### src/rtl/trap_pkg.sv
// Shared constants for the trap controller: exception bit positions, cause codes, FSM state encoding.
package trap_pkg;

    localparam int EXC_W = 6;

    localparam int EXC_FETCH_MIS = 0;
    localparam int EXC_ILLEGAL   = 1;
    localparam int EXC_EBREAK    = 2;
    localparam int EXC_ECALL     = 3;
    localparam int EXC_LOAD_MIS  = 4;
    localparam int EXC_STORE_MIS = 5;

    localparam int IRQ_MSI_BIT = 3;
    localparam int IRQ_MTI_BIT = 7;
    localparam int IRQ_MEI_BIT = 11;

    localparam logic [31:0] CAUSE_FETCH_MIS = 32'd0;
    localparam logic [31:0] CAUSE_ILLEGAL   = 32'd2;
    localparam logic [31:0] CAUSE_EBREAK    = 32'd3;
    localparam logic [31:0] CAUSE_ECALL     = 32'd11;
    localparam logic [31:0] CAUSE_LOAD_MIS  = 32'd4;
    localparam logic [31:0] CAUSE_STORE_MIS = 32'd6;
    localparam logic [31:0] CAUSE_IRQ_MSI   = 32'h8000_0003;
    localparam logic [31:0] CAUSE_IRQ_MTI   = 32'h8000_0007;
    localparam logic [31:0] CAUSE_IRQ_MEI   = 32'h8000_000B;

    typedef enum logic [2:0] {
        S_IDLE,
        S_DRAIN_T,
        S_ENTER,
        S_DRAIN_M,
        S_MRET,
        S_REDIRECT
    } trap_state_e;

endpackage

### src/rtl/trap_prio_enc.sv
// Combinational priority encoder: exceptions (lowest exc_vec bit wins) ahead of enabled interrupts MEI > MSI > MTI.
module trap_prio_enc
    import trap_pkg::*;
(
    input  logic [EXC_W-1:0] i_exc_vec,
    input  logic             i_irq_meip,
    input  logic             i_irq_msip,
    input  logic             i_irq_mtip,
    input  logic             i_mstatus_mie,
    input  logic [31:0]      i_mie,
    output logic             o_valid,
    output logic             o_is_irq,
    output logic [31:0]      o_cause
);

    logic w_unused_mie;
    assign w_unused_mie = ^{i_mie[31:12], i_mie[10:8], i_mie[6:4], i_mie[2:0]};

    always_comb begin
        o_valid  = 1'b1;
        o_is_irq = 1'b0;
        o_cause  = '0;
        if (i_exc_vec[EXC_FETCH_MIS])      o_cause = CAUSE_FETCH_MIS;
        else if (i_exc_vec[EXC_ILLEGAL])   o_cause = CAUSE_ILLEGAL;
        else if (i_exc_vec[EXC_EBREAK])    o_cause = CAUSE_EBREAK;
        else if (i_exc_vec[EXC_ECALL])     o_cause = CAUSE_ECALL;
        else if (i_exc_vec[EXC_LOAD_MIS])  o_cause = CAUSE_LOAD_MIS;
        else if (i_exc_vec[EXC_STORE_MIS]) o_cause = CAUSE_STORE_MIS;
        else begin
            o_is_irq = 1'b1;
            if (i_mstatus_mie && i_mie[IRQ_MEI_BIT] && i_irq_meip)      o_cause = CAUSE_IRQ_MEI;
            else if (i_mstatus_mie && i_mie[IRQ_MSI_BIT] && i_irq_msip) o_cause = CAUSE_IRQ_MSI;
            else if (i_mstatus_mie && i_mie[IRQ_MTI_BIT] && i_irq_mtip) o_cause = CAUSE_IRQ_MTI;
            else begin
                o_valid  = 1'b0;
                o_is_irq = 1'b0;
            end
        end
    end

endmodule

### src/rtl/trap_ctrl.sv
// Trap/MRET sequencer: flush, drain, CSR pulse, then PC redirect handshake.
// Optional macro TRAP_VECTORED_EN enables vectored interrupt targets for mtvec mode 1.
//
// state      | meaning
// IDLE       | accept one event per cycle (exception > mret > interrupt)
// DRAIN_T    | flushing for a trap, wait pipe_drained
// ENTER      | trap_taken pulse with latched cause/pc/tval
// DRAIN_M    | flushing for mret, wait pipe_drained
// MRET       | mret_exec pulse, capture mepc
// REDIRECT   | hold redirect until fetch accepts
module trap_ctrl
    import trap_pkg::*;
#(
    parameter int XLEN = 32
) (
    input  logic            clk,
    input  logic            rst_n,
    input  logic [EXC_W-1:0] i_exc_vec,
    input  logic [XLEN-1:0] i_exc_pc,
    input  logic [XLEN-1:0] i_exc_tval,
    input  logic            i_irq_meip,
    input  logic            i_irq_msip,
    input  logic            i_irq_mtip,
    input  logic            i_mstatus_mie,
    input  logic [XLEN-1:0] i_mie,
    input  logic [XLEN-1:0] i_irq_pc,
    input  logic            i_mret_req,
    input  logic [XLEN-1:0] i_mtvec_base,
    input  logic [1:0]      i_mtvec_mode,
    input  logic [XLEN-1:0] i_mepc,
    input  logic            i_pipe_drained,
    input  logic            i_redirect_ready,
    output logic            o_trap_taken,
    output logic            o_mret_exec,
    output logic [XLEN-1:0] o_trap_pc,
    output logic [XLEN-1:0] o_trap_cause,
    output logic [XLEN-1:0] o_trap_tval,
    output logic            o_flush,
    output logic            o_stall,
    output logic            o_redirect_valid,
    output logic [XLEN-1:0] o_redirect_pc
);

    trap_state_e     r_state;
    logic [XLEN-1:0] r_cause, r_pc, r_tval, r_redirect_pc;
    logic            r_trap_taken, r_mret_exec, r_flush, r_stall, r_redirect_valid;

    logic            w_valid, w_is_irq, w_vectored, w_idle_evt, w_unused;
    logic [31:0]     w_cause;
    logic [XLEN-1:0] w_exc_tval, w_trap_target;

    trap_prio_enc u_prio_enc (
        .i_exc_vec     (i_exc_vec),
        .i_irq_meip    (i_irq_meip),
        .i_irq_msip    (i_irq_msip),
        .i_irq_mtip    (i_irq_mtip),
        .i_mstatus_mie (i_mstatus_mie),
        .i_mie         (i_mie),
        .o_valid       (w_valid),
        .o_is_irq      (w_is_irq),
        .o_cause       (w_cause)
    );

    assign w_unused = ^{i_mtvec_base[1:0], i_mtvec_mode};

`ifdef TRAP_VECTORED_EN
    assign w_vectored = (i_mtvec_mode == 2'b01) && r_cause[XLEN-1];
`else
    assign w_vectored = 1'b0;
`endif

    assign w_trap_target = {i_mtvec_base[XLEN-1:2], 2'b00}
                         + (w_vectored ? {r_cause[XLEN-3:0], 2'b00} : '0);
    assign w_exc_tval    = (w_cause == CAUSE_EBREAK || w_cause == CAUSE_ECALL) ? '0 : i_exc_tval;
    assign w_idle_evt    = (r_state == S_IDLE) && (w_valid || i_mret_req);

    // Kill must reach the pipeline in the commit cycle itself, so the event path bypasses the register.
    assign o_flush          = r_flush | (w_idle_evt & rst_n);
    assign o_stall          = r_stall;
    assign o_trap_taken     = r_trap_taken;
    assign o_mret_exec      = r_mret_exec;
    assign o_trap_pc        = r_pc;
    assign o_trap_cause     = r_cause;
    assign o_trap_tval      = r_tval;
    assign o_redirect_valid = r_redirect_valid;
    assign o_redirect_pc    = r_redirect_pc;

    always_ff @(posedge clk or negedge rst_n) begin
        if (!rst_n) begin
            r_state          <= S_IDLE;
            r_cause          <= '0;
            r_pc             <= '0;
            r_tval           <= '0;
            r_redirect_pc    <= '0;
            r_trap_taken     <= 1'b0;
            r_mret_exec      <= 1'b0;
            r_flush          <= 1'b0;
            r_stall          <= 1'b0;
            r_redirect_valid <= 1'b0;
        end else begin
            r_trap_taken <= 1'b0;
            r_mret_exec  <= 1'b0;
            case (r_state)
                S_IDLE: begin
                    if (w_valid && !w_is_irq) begin
                        r_cause <= w_cause;
                        r_pc    <= i_exc_pc;
                        r_tval  <= w_exc_tval;
                        r_flush <= 1'b1;
                        r_stall <= 1'b1;
                        r_state <= S_DRAIN_T;
                    end else if (i_mret_req) begin
                        r_flush <= 1'b1;
                        r_stall <= 1'b1;
                        r_state <= S_DRAIN_M;
                    end else if (w_valid) begin
                        r_cause <= w_cause;
                        r_pc    <= i_irq_pc;
                        r_tval  <= '0;
                        r_flush <= 1'b1;
                        r_stall <= 1'b1;
                        r_state <= S_DRAIN_T;
                    end
                end
                S_DRAIN_T: begin
                    if (i_pipe_drained) begin
                        r_flush      <= 1'b0;
                        r_trap_taken <= 1'b1;
                        r_state      <= S_ENTER;
                    end
                end
                S_ENTER: begin
                    r_redirect_pc    <= w_trap_target;
                    r_redirect_valid <= 1'b1;
                    r_state          <= S_REDIRECT;
                end
                S_DRAIN_M: begin
                    if (i_pipe_drained) begin
                        r_flush     <= 1'b0;
                        r_mret_exec <= 1'b1;
                        r_state     <= S_MRET;
                    end
                end
                S_MRET: begin
                    r_redirect_pc    <= i_mepc;
                    r_redirect_valid <= 1'b1;
                    r_state          <= S_REDIRECT;
                end
                S_REDIRECT: begin
                    if (i_redirect_ready) begin
                        r_redirect_valid <= 1'b0;
                        r_redirect_pc    <= '0;
                        r_stall          <= 1'b0;
                        r_state          <= S_IDLE;
                    end
                end
                default: begin
                    r_flush          <= 1'b0;
                    r_stall          <= 1'b0;
                    r_redirect_valid <= 1'b0;
                    r_state          <= S_IDLE;
                end
            endcase
        end
    end

endmodule
### config.mk
export PLATFORM = sky130hd
export DESIGN_NAME = trap_ctrl
export DESIGN_NICKNAME = d
export VERILOG_FILES = /design/src/rtl/trap_pkg.sv /design/src/rtl/trap_prio_enc.sv /design/src/rtl/trap_ctrl.sv
export SDC_FILE = /design/constraint.sdc
export NUM_CORES = 1
export LEC_CHECK = 0
export CORE_AREA = 2 2 131 133
export CTS_CLUSTER_DIAMETER = 50
export DETAILED_ROUTE_END_ITERATION = 8
export DIE_AREA = 0 0 133 135
export GPL_TIMING_DRIVEN = 0
export PLACE_DENSITY = 0.79
export SLEW_MARGIN = 25
export SYNTH_ARGS = -nofsm -noshare
export SYNTH_HDL_FRONTEND = slang
export SYNTH_SLANG_ARGS = --single-unit
export TNS_END_PERCENT = 10
### constraint.sdc
create_clock -name clk -period 3.1 [get_ports clk]
set_input_delay 0.775 -clock clk [delete_from_list [all_inputs] [get_ports clk]]
set_output_delay 0.775 -clock clk [all_outputs]
set_load 0.02 [all_outputs]
== Word level (Yosys, flattened, before mapping) ==
Index checks and enable logic that the tools add are counted.

* Equality and inequality tests: 13
* Mux-type cells: 54
* Bitwise operators: 5
* Reductions and logical operators: 25

{| class="wikitable"
|+ Operator list
! kind !! number
|-
| $mux 32 || 20
|-
| $pmux 32 s3 || 1
|-
| $eq 32x2->1 const B || 1
|-
| $eq 32x4->1 const B || 1
|-
| $mux 1 || 23
|-
| $mux 3 || 6
|-
| $pmux 3 s5 || 1
|-
| $pmux 1 s3 || 3
|-
| $reduce_and 3->1 || 3
|-
| $logic_and 1x1->1 || 8
|-
| $eq 3x2->1 const B || 2
|-
| $eq 3x3->1 const B || 2
|-
| $ne 2x2->1 const B || 3
|-
| $reduce_or 3->1 || 2
|-
| $ne 2x1->1 const B || 2
|-
| $ne 4x3->1 const B || 1
|-
| $reduce_and 2->1 || 2
|-
| $reduce_and 4->1 || 1
|-
| $reduce_or 2->1 || 2
|-
| $reduce_or 4->1 || 1
|-
| $eq 3x1->1 const B || 1
|-
| $logic_not 3->1 || 1
|-
| $not 1->1 || 3
|-
| $reduce_bool 3->1 || 1
|-
| other kinds (5) || 6
|}

* Flip-flop bits (word level): 136
* Output and inout port bits: 133
* Word-level logic and storage cells: 107

== Longest topological paths before layout ==
Gate-level depths: netlist (run 1).

* Word-level depth: 15
* Gate-level depth with buffers: 8
* Mapped depth without buffers: 4

== By module ==
From an unflattened synthesis (run 1), not the netlist that was laid out.

* Cell total of the unflattened synthesis: 562
* Area total of the unflattened synthesis: 6209.7 sq um

{| class="wikitable"
|+ Modules (own cells, without submodules)
! module !! times used !! cells each !! area each (sq um)
|-
| trap_ctrl || 1 || 513 || 5875.6
|-
| trap_prio_enc || 1 || 49 || 334.1
|}

== Worst setup path before layout (run 1) ==
OpenSTA, ideal clock, no wires.

* Path type: input to output
* Start point: input port i_irq_mtip
* End point: output port o_flush
* Data arrival time: 2012 ps
* Path slack: 313 ps
* Stages: 4
* Path buffers: 0
* Cell sequence: a222oi_1 -> and2b_2 -> o31a_2 -> a21o_2

* Word-level cells in the longest chain between the ends: 14

{| class="wikitable"
|+ Ends and longest elaborated chain
! what !! line !! text
|-
| start: declaration || trap_ctrl.sv:23 || <nowiki>input logic i_irq_mtip,</nowiki>
|-
| $logic_and 1x1->1 || trap_prio_enc.sv:33 || <nowiki>else if (i_mstatus_mie && i_mie[IRQ_MTI_BIT] && i_irq_mtip) o_cause = CAUSE_IRQ_MTI;</nowiki>
|-
| $mux 1 || trap_prio_enc.sv:33 ||
|-
| $mux 1 || trap_prio_enc.sv:32 || <nowiki>else if (i_mstatus_mie && i_mie[IRQ_MSI_BIT] && i_irq_msip) o_cause = CAUSE_IRQ_MSI;</nowiki>
|-
| $mux 1 || trap_prio_enc.sv:31 || <nowiki>if (i_mstatus_mie && i_mie[IRQ_MEI_BIT] && i_irq_meip) o_cause = CAUSE_IRQ_MEI;</nowiki>
|-
| $mux 1 || trap_prio_enc.sv:28 || <nowiki>else if (i_exc_vec[EXC_STORE_MIS]) o_cause = CAUSE_STORE_MIS;</nowiki>
|-
| $mux 1 || trap_prio_enc.sv:27 || <nowiki>else if (i_exc_vec[EXC_LOAD_MIS]) o_cause = CAUSE_LOAD_MIS;</nowiki>
|-
| $mux 1 || trap_prio_enc.sv:26 || <nowiki>else if (i_exc_vec[EXC_ECALL]) o_cause = CAUSE_ECALL;</nowiki>
|-
| $mux 1 || trap_prio_enc.sv:25 || <nowiki>else if (i_exc_vec[EXC_EBREAK]) o_cause = CAUSE_EBREAK;</nowiki>
|-
| $mux 1 || trap_prio_enc.sv:24 || <nowiki>else if (i_exc_vec[EXC_ILLEGAL]) o_cause = CAUSE_ILLEGAL;</nowiki>
|-
| $mux 1 || trap_prio_enc.sv:23 || <nowiki>if (i_exc_vec[EXC_FETCH_MIS]) o_cause = CAUSE_FETCH_MIS;</nowiki>
|-
| $logic_or 1x1->1 || trap_ctrl.sv:75 || <nowiki>assign w_idle_evt = (r_state == S_IDLE) && (w_valid || i_mret_req);</nowiki>
|-
| $logic_and 1x1->1 || trap_ctrl.sv:75 ||
|-
| $and 1x1->1 || trap_ctrl.sv:78 || <nowiki>assign o_flush = r_flush | (w_idle_evt & rst_n);</nowiki>
|-
| $or 1x1->1 || trap_ctrl.sv:78 ||
|-
| end: declaration || trap_ctrl.sv:38 || <nowiki>output logic o_flush,</nowiki>
|}

Every way passes these cells.

== Worst setup path in the final report (run 1) ==
* Start point: input port i_irq_msip
* End point: output port o_flush

* Word-level cells in the longest chain between the ends: 13

{| class="wikitable"
|+ Ends and longest elaborated chain
! what !! line !! text
|-
| start: declaration || trap_ctrl.sv:22 || <nowiki>input logic i_irq_msip,</nowiki>
|-
| $logic_and 1x1->1 || trap_prio_enc.sv:32 ||
|-
| $mux 1 || trap_prio_enc.sv:32 ||
|-
| $mux 1 || trap_prio_enc.sv:31 ||
|-
| $mux 1 || trap_prio_enc.sv:28 ||
|-
| $mux 1 || trap_prio_enc.sv:27 ||
|-
| $mux 1 || trap_prio_enc.sv:26 ||
|-
| $mux 1 || trap_prio_enc.sv:25 ||
|-
| $mux 1 || trap_prio_enc.sv:24 ||
|-
| $mux 1 || trap_prio_enc.sv:23 ||
|-
| $logic_or 1x1->1 || trap_ctrl.sv:75 ||
|-
| $logic_and 1x1->1 || trap_ctrl.sv:75 ||
|-
| $and 1x1->1 || trap_ctrl.sv:78 ||
|-
| $or 1x1->1 || trap_ctrl.sv:78 ||
|}

Every way passes these cells.

==> run summary, run 1 <==
Status = complete, no violations
Worst r2r path cells = 5
Area after DPL = 8419 um2
Setup violations, final = 0
Least-Margin Pin Slew = 0.6339 ns
DRC = 0
Kind of critical path = input port to output port
Row count = 47
Post-synthesis sequential area ratio = 52.40%
Startpoint types = input port
# nets final = 989
DR WL/cell = 16.01 um
Crit path to = o_flush
RSZ-0062 raised after global routing = false
Setup Skew = 0.01243 ns
TritonCTS clock tree = done
Yosys top cell by area = dfrtp_1
Largest net degree at the start of global routing = 59
# clock sinks = 109
Routed via count = 4637
Post-route ant nets = 0
Worst setup EP type = output port
Post-Synth Simple-Gate Area = 10.36%
Mux contribution to synthesized area = 14.69%
Port Buffers = 281
GRT Total Usage = 17.72%
Compound-Gate Fraction of Synth Area = 14.57%
Reg2Reg Capture Point = r_state[0]
Asr flop ratio synth = 100.0%
Worst slew margin = 57.35%
Tcrit/Tclk final = 98.11%
# Max-Cap Violations = 0
Clock Path Buffers = 2
Number of global-route vias before repair = 4792
Initial core utilization = 31.72%
Leak Pwr = 3.751 nW
Synth-to-Final Area Change = 69.59%
Hold Fails Final Rpt = 0
Tot Pwr = 0.007889 W
CTS clk-pin slew, worst paths = 0.08 ns
Ys Warns = 0
GRT overflow = 0
CTS Buf Count = 9
Syn Inst Count = 449
Cell area after layout = 8827 um2
Worst hold path class = input port to async pin
DR vias/cell = 4.614
Io pins = 342
PD cells = 893.7 nW/um2
Antenna violations before repair = 0
Syn Area/Cell = 11.59 um2
Finished Layout Cells = 1005
Critical Path AT = 2.27 ns
Htree depth = 3
Post-Route WL = 16090 um
Ranking of synthesized cells by area = dfrtp_1 (52%), mux2_2 (14%), a22o_1 (5.7%), nor3b_1 (4.8%), buf_4 (3.9%)
Core area = 16410 um2
Global-route wire length before repair = 25070 um
Final GP Congestion = 0.8136
CP required = 2.32 ns
Crit path launch = i_irq_msip
Max Clk Rate = 328.8 MHz
Slack of the worst reg-to-reg path = 1.25 ns
Critical path fanouts, max = 3
Ratio of cells with drive above 1 in the final layout = 19.62%
VDD IR-drop max = 456.8 uV
Yosys top cell area share = 52.40%
XOR/XNOR Fraction of Synth Area = 0%
Most common flop cell mapped by yosys = dfrtp_1
CTS Root Buffer Type = clkbuf_16
PnR worst setup slack = 0.05849 ns
Number of synthesized flops with an enable pin = 0
Die W = 133 um
Reg2reg start = r_state[0]
Final min period = 3.042 ns
Hold buffers post-CTS = 0
Clk_lat worst skew = 0.35 ns
Fin. max-slew vios = 0
Post-synthesis cell type count = 40
Synth Area in Adders = 0%
Die area = 17960 um2
Synthesized area = 5205 um2
Inserted Diodes = 0
DR iter-0 viols = 172
Initial DRT Pass Iterations = 4
FF+latch count, synth = 109
Total placed cells including tap cells = 977
Post-Place Setup Slack = -0.7859 ns
Die height = 135 um
DP Wirelength = 12550 um
Finished Core Util = 53.80%
Combinational family with the most area after synthesis = multiplexers
## power by group
group / switching (W) / internal (W) / total [W]
Combinational: 0.00219 / 0.00213 / 0.00431
Sequential: 0.000334 / 0.00208 / 0.00242
Clock: 0.000585 / 0.000572 / 0.00116
## placed cells by master, fill, tap and decap left out, types with 9 or more instances in the layout
master and instances:
buf_6 10, clkbuf_16 9, clkdlybuf4s50_1 267, a22o_1 34, a21oi_1 34, mux2_2 63, nor3b_1 33, buf_2 11
conb_1 27, clkbuf_1 14, buf_4 39, nand2_1 34, o21ai_0 30, dfrtp_1 109
## critical path, stage by stage
cell and delay, ns:
clkdlybuf4s15_1 0.18, a222oi_1 0.34, and2b_2 0.28, o31a_4 0.34, a21o_4 0.22, buf_6 0.12
## stage by stage
step	TNS, ns	hold WS (ns)
2_1_floorplan	0	0.4581
3_3_place_gp	-333.06	0.4637
3_5_place_dp	-0.7859	0.4699
4_1_cts	0	0.3825
5_1_grt	0	0.3869
6_report	0	0.3635
## per-layer routing
metal / routed length [um] / vias to the layer above / global-route usage (%)
li1: - / 2213 / -
met1: 6590 / 2227 / 21.16
met2: 8074 / 167 / 30.69
met3: 1043 / 30 / 4.767
met4: 386 / 0 / 6.631
met5: 0 / - / 0
## logic make-up after synthesis
| kind of cell | after synthesis |
|---|---|
| buf+inv | 63 |
| compound gates | 115 |
| mux | 68 |
| other cells | 1 |
| flops | 109 |
| simple gates | 93 |
## synth_stat cells, types with 2 or more instances
master / n
clkbuf_1: 14
o21ai_1: 4
a22o_1: 34
and2_1: 3
o21ai_0: 30
nor3_1: 3
nand2_1: 34
buf_2: 11
a21o_2: 3
buf_6: 8
mux2_1: 4
a21oi_1: 34
nor3b_1: 33
nor2_2: 2
nor2_1: 7
a22oi_1: 2
mux2_2: 63
buf_4: 27
dfrtp_1: 109
inv_1: 2
nand2b_1: 3
## flip-flops by register name (all words and copies together) (netlist names)
| signal | cells |
|---|---|
| o_mret_exec | 1 |
| o_redirect_pc | 32 |
| o_redirect_valid | 1 |
| o_stall | 1 |
| o_trap_cause | 5 |
| o_trap_pc | 32 |
| o_trap_taken | 1 |
| o_trap_tval | 32 |
| r_flush | 1 |
| r_state | 3 |
## final cells by class
class                           instances  area, um2
Timing Repair Buffer                  294       2922
Sequential cell                       109       2728
Clock inverter                          7      76.32
Fill cell                            1425       7580
Clock buffer                            9      225.2
Multi-Input combinational cell        303       2190
Inverter                                2      7.507
Tap cell                              220      275.3
Buffer                                 61      404.1
## what timing repair did
item,CTS,global route
endpoints found under the setup margin,1,1
pin swaps,7,4
buffers inserted,10,2
resized for setup,20,10
## worst min-delay path by stage
stage                      start                 to  depth (start not counted)
2_1_floorplan            r_flush            r_flush                          1
3_3_place_gp   o_redirect_pc[29]  o_redirect_pc[29]                          2
3_5_place_dp   o_redirect_pc[31]  o_redirect_pc[31]                          2
4_1_cts                    rst_n   o_redirect_pc[8]                          1
5_1_grt                    rst_n   o_redirect_pc[8]                          1
6_report                   rst_n   o_redirect_pc[8]                          1
No activity file was read; power rests on OpenSTA's default activity.
==> run 2: changes to the inputs <==
Settings changed: CORE_AREA 2 2 131 133 to 4 4 129 131, CTS_CLUSTER_DIAMETER 50 to unset, PLACE_DENSITY 0.79 to 0.83.
==> run 2 against run 1 <==
- via count is 2.2% lower
- non-clock buffer count is 5 lower
- wire length increased by 1.9%
- critical path depth rose by 1
- clock power is 5% higher
- cell count fell by 0.80%
- critical endpoint unchanged
==> run summary, run 2 (same netlist as run 1, synthesis figures left out) <==
Global-route wire length before repair = 25250 um
Number of global-route vias before repair = 4823
Finished Core Util = 56.37%
Die W = 133 um
TritonCTS clock tree = done
Max Clk Rate = 329.1 MHz
DRC = 0
Kind of critical path = input port to output port
GRT overflow = 0
Multi-input gate area = 2190 um2
RSZ-0062 raised after global routing = true
Status = complete, no violations
Worst setup EP type = output port
Port Buffers = 281
Min Hold Slack = 0.3320 ns
DR iter-0 viols = 151
CTS Root Buffer Type = clkbuf_16
Synth-to-Final Area Change = 68.92%
Critical Path AT = 2.26 ns
Setup Skew = 0.007471 ns
Ratio of cells with drive above 1 in the final layout = 19.62%
Setup TNS = 0 ns
# nets final = 984
Initial core utilization = 33.37%
# clock sinks = 109
Critical path fanouts, max = 2
Row count = 46
DR vias/cell = 4.550
Largest net degree at the start of global routing = 69
DR WL/cell = 16.44 um
PnR worst setup slack = 0.06152 ns
Cell mode on critical path = buf_6
Io pins = 342
Setup violations, final = 0
CTS Buf Count = 9
Htree depth = 3
Post-route ant nets = 0
Fin. max-slew vios = 0
Crit-path max cell delay = 0.34 ns
Post-Place Setup Slack = -0.9268 ns
Most common cell after layout, fill and taps aside = clkdlybuf4s50_1
GRT Total Usage = 17.84%
Tcrit/Tclk final = 98.02%
Antenna violations before repair = 1
Worst hold path class = input port to async pin
Clk_lat worst skew = 0.35 ns
Final min period = 3.038 ns
Post-Route WL = 16390 um
Finished Layout Cells = 997
Critical path's slowest cell = o31a_4
Hold Fails Final Rpt = 0
Critical-path cell list = buf_6, a222oi_1, buf_4, and2b_2, o31a_4, a21o_4, buf_6
Worst r2r path cells = 5
PD cells = 904.1 nW/um2
Filler cells = 1336
Most frequent cells in the layout = clkdlybuf4s50_1 (269), dfrtp_1 (109), mux2_2 (63)
CTS clk-pin slew, worst paths = 0.07 ns
Register area = 2728 um2
VDD IR-drop max = 468.2 uV
Final GP Congestion = 0.8092
# Max-Cap Violations = 0
Die area = 17960 um2
DP Wirelength = 13030 um
Startpoint types = input port
Clock Path Buffers = 2
Routed via count = 4536
Initial DRT Pass Iterations = 4
Hold buffers post-CTS = 0
Core area = 15600 um2
Total placed cells including tap cells = 973
CP required = 2.32 ns
Leak Pwr = 3.727 nW
Die height = 135 um
-- run 2: cell count changes in the layout (fill, tap and decap cells not counted), sizes merged --
cell,before,now
clkbuf,25,28
dlygate4sd2,5,4
clkdlybuf4s50,267,269
diode,0,1
clkdlybuf4s15,3,0
clkinvlp,2,0
buf,62,59
dlymetal6s2s,2,0
bufinv,0,1
-- run 2: timing repair --
item | in CTS | in global routing
setup buffers | 7 | 0
pin swaps | 7 | 3
setup endpoints to repair | 1 | 1
gates resized for setup | 22 | 14
-- run 2: power breakdown --
group | total, W | switching [W] | internal [W]
logic | 0.00431 | 0.00219 | 0.00212
clock network | 0.00122 | 0.000552 | 0.000667
registers | 0.00242 | 0.000333 | 0.00209
total | 0.00795 | 0.00307 | 0.00488
-- run 2: through the flow --
stage | power [W] | instance area [um2]
floorplan | 0.004742 | 5303
global placement | 0.006680 | 8386
detailed placement | 0.006770 | 8414
CTS | 0.008044 | 8796
global route | 0.008452 | 8792
finish | 0.007949 | 8792
-- run 2: layout make-up --
| cell class | count | area share [%] |
|---|---|---|
| timing repair buffer | 289 | 32.67 |
| multi-input combinational | 303 | 24.90 |
| sequential | 109 | 31.02 |
| buffer | 61 | 4.597 |
| inverter | 2 | 0.08538 |
| antenna | 1 | 0.02846 |
| clock inverter | 6 | 0.8965 |
| tap | 216 | 3.074 |
| clock buffer | 10 | 2.718 |
-- run 2: path summary, 6_finish.rpt --
check / slack (ns) / to / from
worst min-delay path: 0.33 / o_redirect_pc[4] / rst_n
worst min register to register: 0.48 / o_redirect_pc[20] / o_redirect_pc[20]
worst max-delay path: 0.06 / o_flush / i_mie[7]
max in group asynchronous: 2.08 / o_trap_pc[17] / rst_n
worst max register to register: 1.28 / r_state[0] / r_state[0]
min in group clk: 0.48 / o_redirect_pc[20] / o_redirect_pc[20]
-- run 2: worst max-delay path, delay by kind of cell --
family	cells	cell delay (ns)
AOI/OAI and AO/OA	3	0.86
buffers and inverters	3	0.39
and+or+nand+nor	1	0.23
-- run 2: per-layer routing --
layer / part of all wire (%) / up-vias / global-route usage [%]
met1: 38 / 2147 / 20.12
met4: 1.5 / 0 / 5.254
li1: - / 2204 / -
met2: 52 / 164 / 31.72
met3: 8.3 / 21 / 6.446
met5: 0 / - / 0
==> run 3: changes to the inputs <==
Settings changed: CTS_CLUSTER_SIZE set to 8, GPL_TIMING_DRIVEN 0 to 1.
==> run 3 against run 2 <==
- the flow now finishes with violations (setup timing)
- clock power is 4% lower
- cell count is 3.7% lower
- critical path depth is 1 lower
- wire length is 3.9% lower
- worst hold slack better by 0.15 ns
- register-to-register slack worse by 0.14 ns
- first-iteration DRC count is 9.9% lower
- clock skew is 0.0022 ns higher
- critical path type unchanged
- largest power group unchanged
==> run summary, run 3 (same netlist as run 1, synthesis figures left out) <==
CP top delay family = compound AO/OA/AOI/OAI gates
Hold buffers post-CTS = 0
Hold Fails Final Rpt = 0
Worst setup EP type = output port
Min-delay src = o_redirect_pc[14]
Met3 routed wirelength = 1258 um
Critical path's slowest cell = a222oi_1
DRC = 0
Total placed cells including tap cells = 935
Worst hold path class = register to register
Critical Path AT = 2.35 ns
Htree depth = 3
# clock sinks = 109
Reg2Reg Capture Point = o_redirect_pc[18]
Worst r2r path cells = 5
GRT Total Usage = 16.86%
Synth-to-Final Area Change = 64.06%
Startpoint types = input port
Initial DRT Pass Iterations = 4
Cell area after layout = 8539 um2
Core area = 15600 um2
Most common cell after layout, fill and taps aside = clkdlybuf4s50_1
Number of global-route vias before repair = 4518
GRT overflow = 0
CTS clk-pin slew, worst paths = 0.07 ns
Initial core utilization = 33.37%
DR iter-0 viols = 136
Post-route ant nets = 0
Hold Path End = o_redirect_pc[14]
Max Clk Rate = 320.3 MHz
Global-route wire length before repair = 23890 um
CTS Buf Count = 9
DR WL/cell = 16.41 um
Uppermost routed layer = met4
Routed via count = 4456
# nets final = 948
Largest net degree at the start of global routing = 68
Clk_lat worst skew = 0.35 ns
Setup Skew = 0.009624 ns
Reg2reg start = r_state[0]
Inserted Diodes = 0
Most frequent cells in the layout = clkdlybuf4s50_1 (273), dfrtp_1 (109), mux2_2 (63)
Port Buffers = 281
Post-Route WL = 15750 um
Io pins = 342
Met2 wire len = 8142 um
Critical path fanouts, max = 2
CP required = 2.32 ns
Kind of critical path = input port to output port
Final GP Congestion = 0.7672
TritonCTS clock tree = done
Setup violations, final = 1
Crit-path max cell delay = 0.43 ns
Final min period = 3.122 ns
Finished Core Util = 54.75%
Critical-path cell list = clkdlybuf4s15_1, a222oi_1, and2b_2, o31a_2, a21o_2, buf_6
CTS Root Buffer Type = clkbuf_16
Fin. max-slew vios = 0
PnR worst setup slack = -0.02207 ns
CP Buf/Inv Count = 2
Crit. path cell count = 6
Area after DPL = 8175 um2
Die W = 133 um
Clock Path Buffers = 2
Filler cells = 1357
Failing checks = setup timing
Finished Layout Cells = 960
Worst slew margin = 41.50%
Antenna violations before repair = 0
Met1 WL = 6003 um
DP Wirelength = 11840 um
Setup TNS = -0.02207 ns
Leak Pwr = 3.564 nW
Row count = 46
DR vias/cell = 4.642
Status = finished, violations left
Slack of the worst reg-to-reg path = 1.14 ns
Min-Delay Path Depth = 2
Die area = 17960 um2
Ratio of cells with drive above 1 in the final layout = 17.34%
Die height = 135 um
Least-Margin Pin Slew = 0.8775 ns
VDD IR-drop max = 443.2 uV
Post-Place Setup Slack = -0.6404 ns
Tcrit/Tclk final = 100.7%
# Max-Cap Violations = 0
PD cells = 905.5 nW/um2
==> run 3: changes by cell type in the layout (fill, tap and decap cells not counted), moves of 2 or more <==
cell,before,now
buf_2,11,0
nor2_2,1,3
buf_6,12,1
nor2_4,2,0
clkbuf_2,4,1
clkdlybuf4s15_1,0,3
clkdlybuf4s50_1,269,273
clkbuf_1,14,0
dlygate4sd2_1,4,2
==> run 3: how the worst max path moves through the flow <==
stage / slack [ns] / end / startpoint
3_5_place_dp: -0.64 / o_flush / i_irq_mtip
5_1_grt: -0.05 / o_flush / i_mie[7]
4_1_cts: 0.01 / o_flush / i_exc_vec[3]
3_3_place_gp: -0.61 / o_flush / i_irq_mtip
6_report: -0.02 / o_flush / i_mie[7]
2_1_floorplan: 0.31 / o_flush / i_irq_mtip
==> run 3: layout make-up <==
class | instances | area [um2] | area share, %
Clock buffer | 9 | 225.2 | 2.637
Clock inverter | 7 | 75.07 | 0.8791
Inverter | 2 | 7.507 | 0.08791
Multi-Input combinational cell | 303 | 2170 | 25.41
Sequential cell | 109 | 2728 | 31.94
Tap cell | 216 | 270.3 | 3.165
Timing Repair Buffer | 314 | 3064 | 35.88
==> run 3: report_power, final <==
group          internal [W]  leakage, nW  switching, W  total, W
clock network      0.000575        0.145      0.000590   0.00117
registers           0.00208         1.35      0.000338   0.00242
logic               0.00205         2.07       0.00209   0.00415
==> run 3: repair_timing <==
item                                    4_1_cts  5_1_grt
endpoints found under the setup margin        1        1
gates cloned                                  0        0
gates resized for setup                      12        6
pin swaps                                     3        3
setup buffers                                 7        2
==> run 3: per-layer routing <==
layer / vias up / GRT usage, %
met5: - / 0
met4: 0 / 6.640
met3: 27 / 5.067
met2: 179 / 29.35
met1: 2118 / 19.51
li1: 2132 / -
==> run 3: stage by stage <==
| stage | power [W] | hold slack (ns) |
|---|---|---|
| finish | 0.007732 | 0.4814 |
| global placement | 0.006556 | 0.4626 |
| global route | 0.008217 | 0.5097 |
| floorplan | 0.004742 | 0.4581 |
| detailed placement | 0.006627 | 0.4692 |
| CTS | 0.007844 | 0.4867 |
==> run 3: tightest hold or removal path, cell delays in order (launching register included) <==
cell and delay (ns):
dfrtp_1 0.34, nand2_1 0.05, o21ai_0 0.06
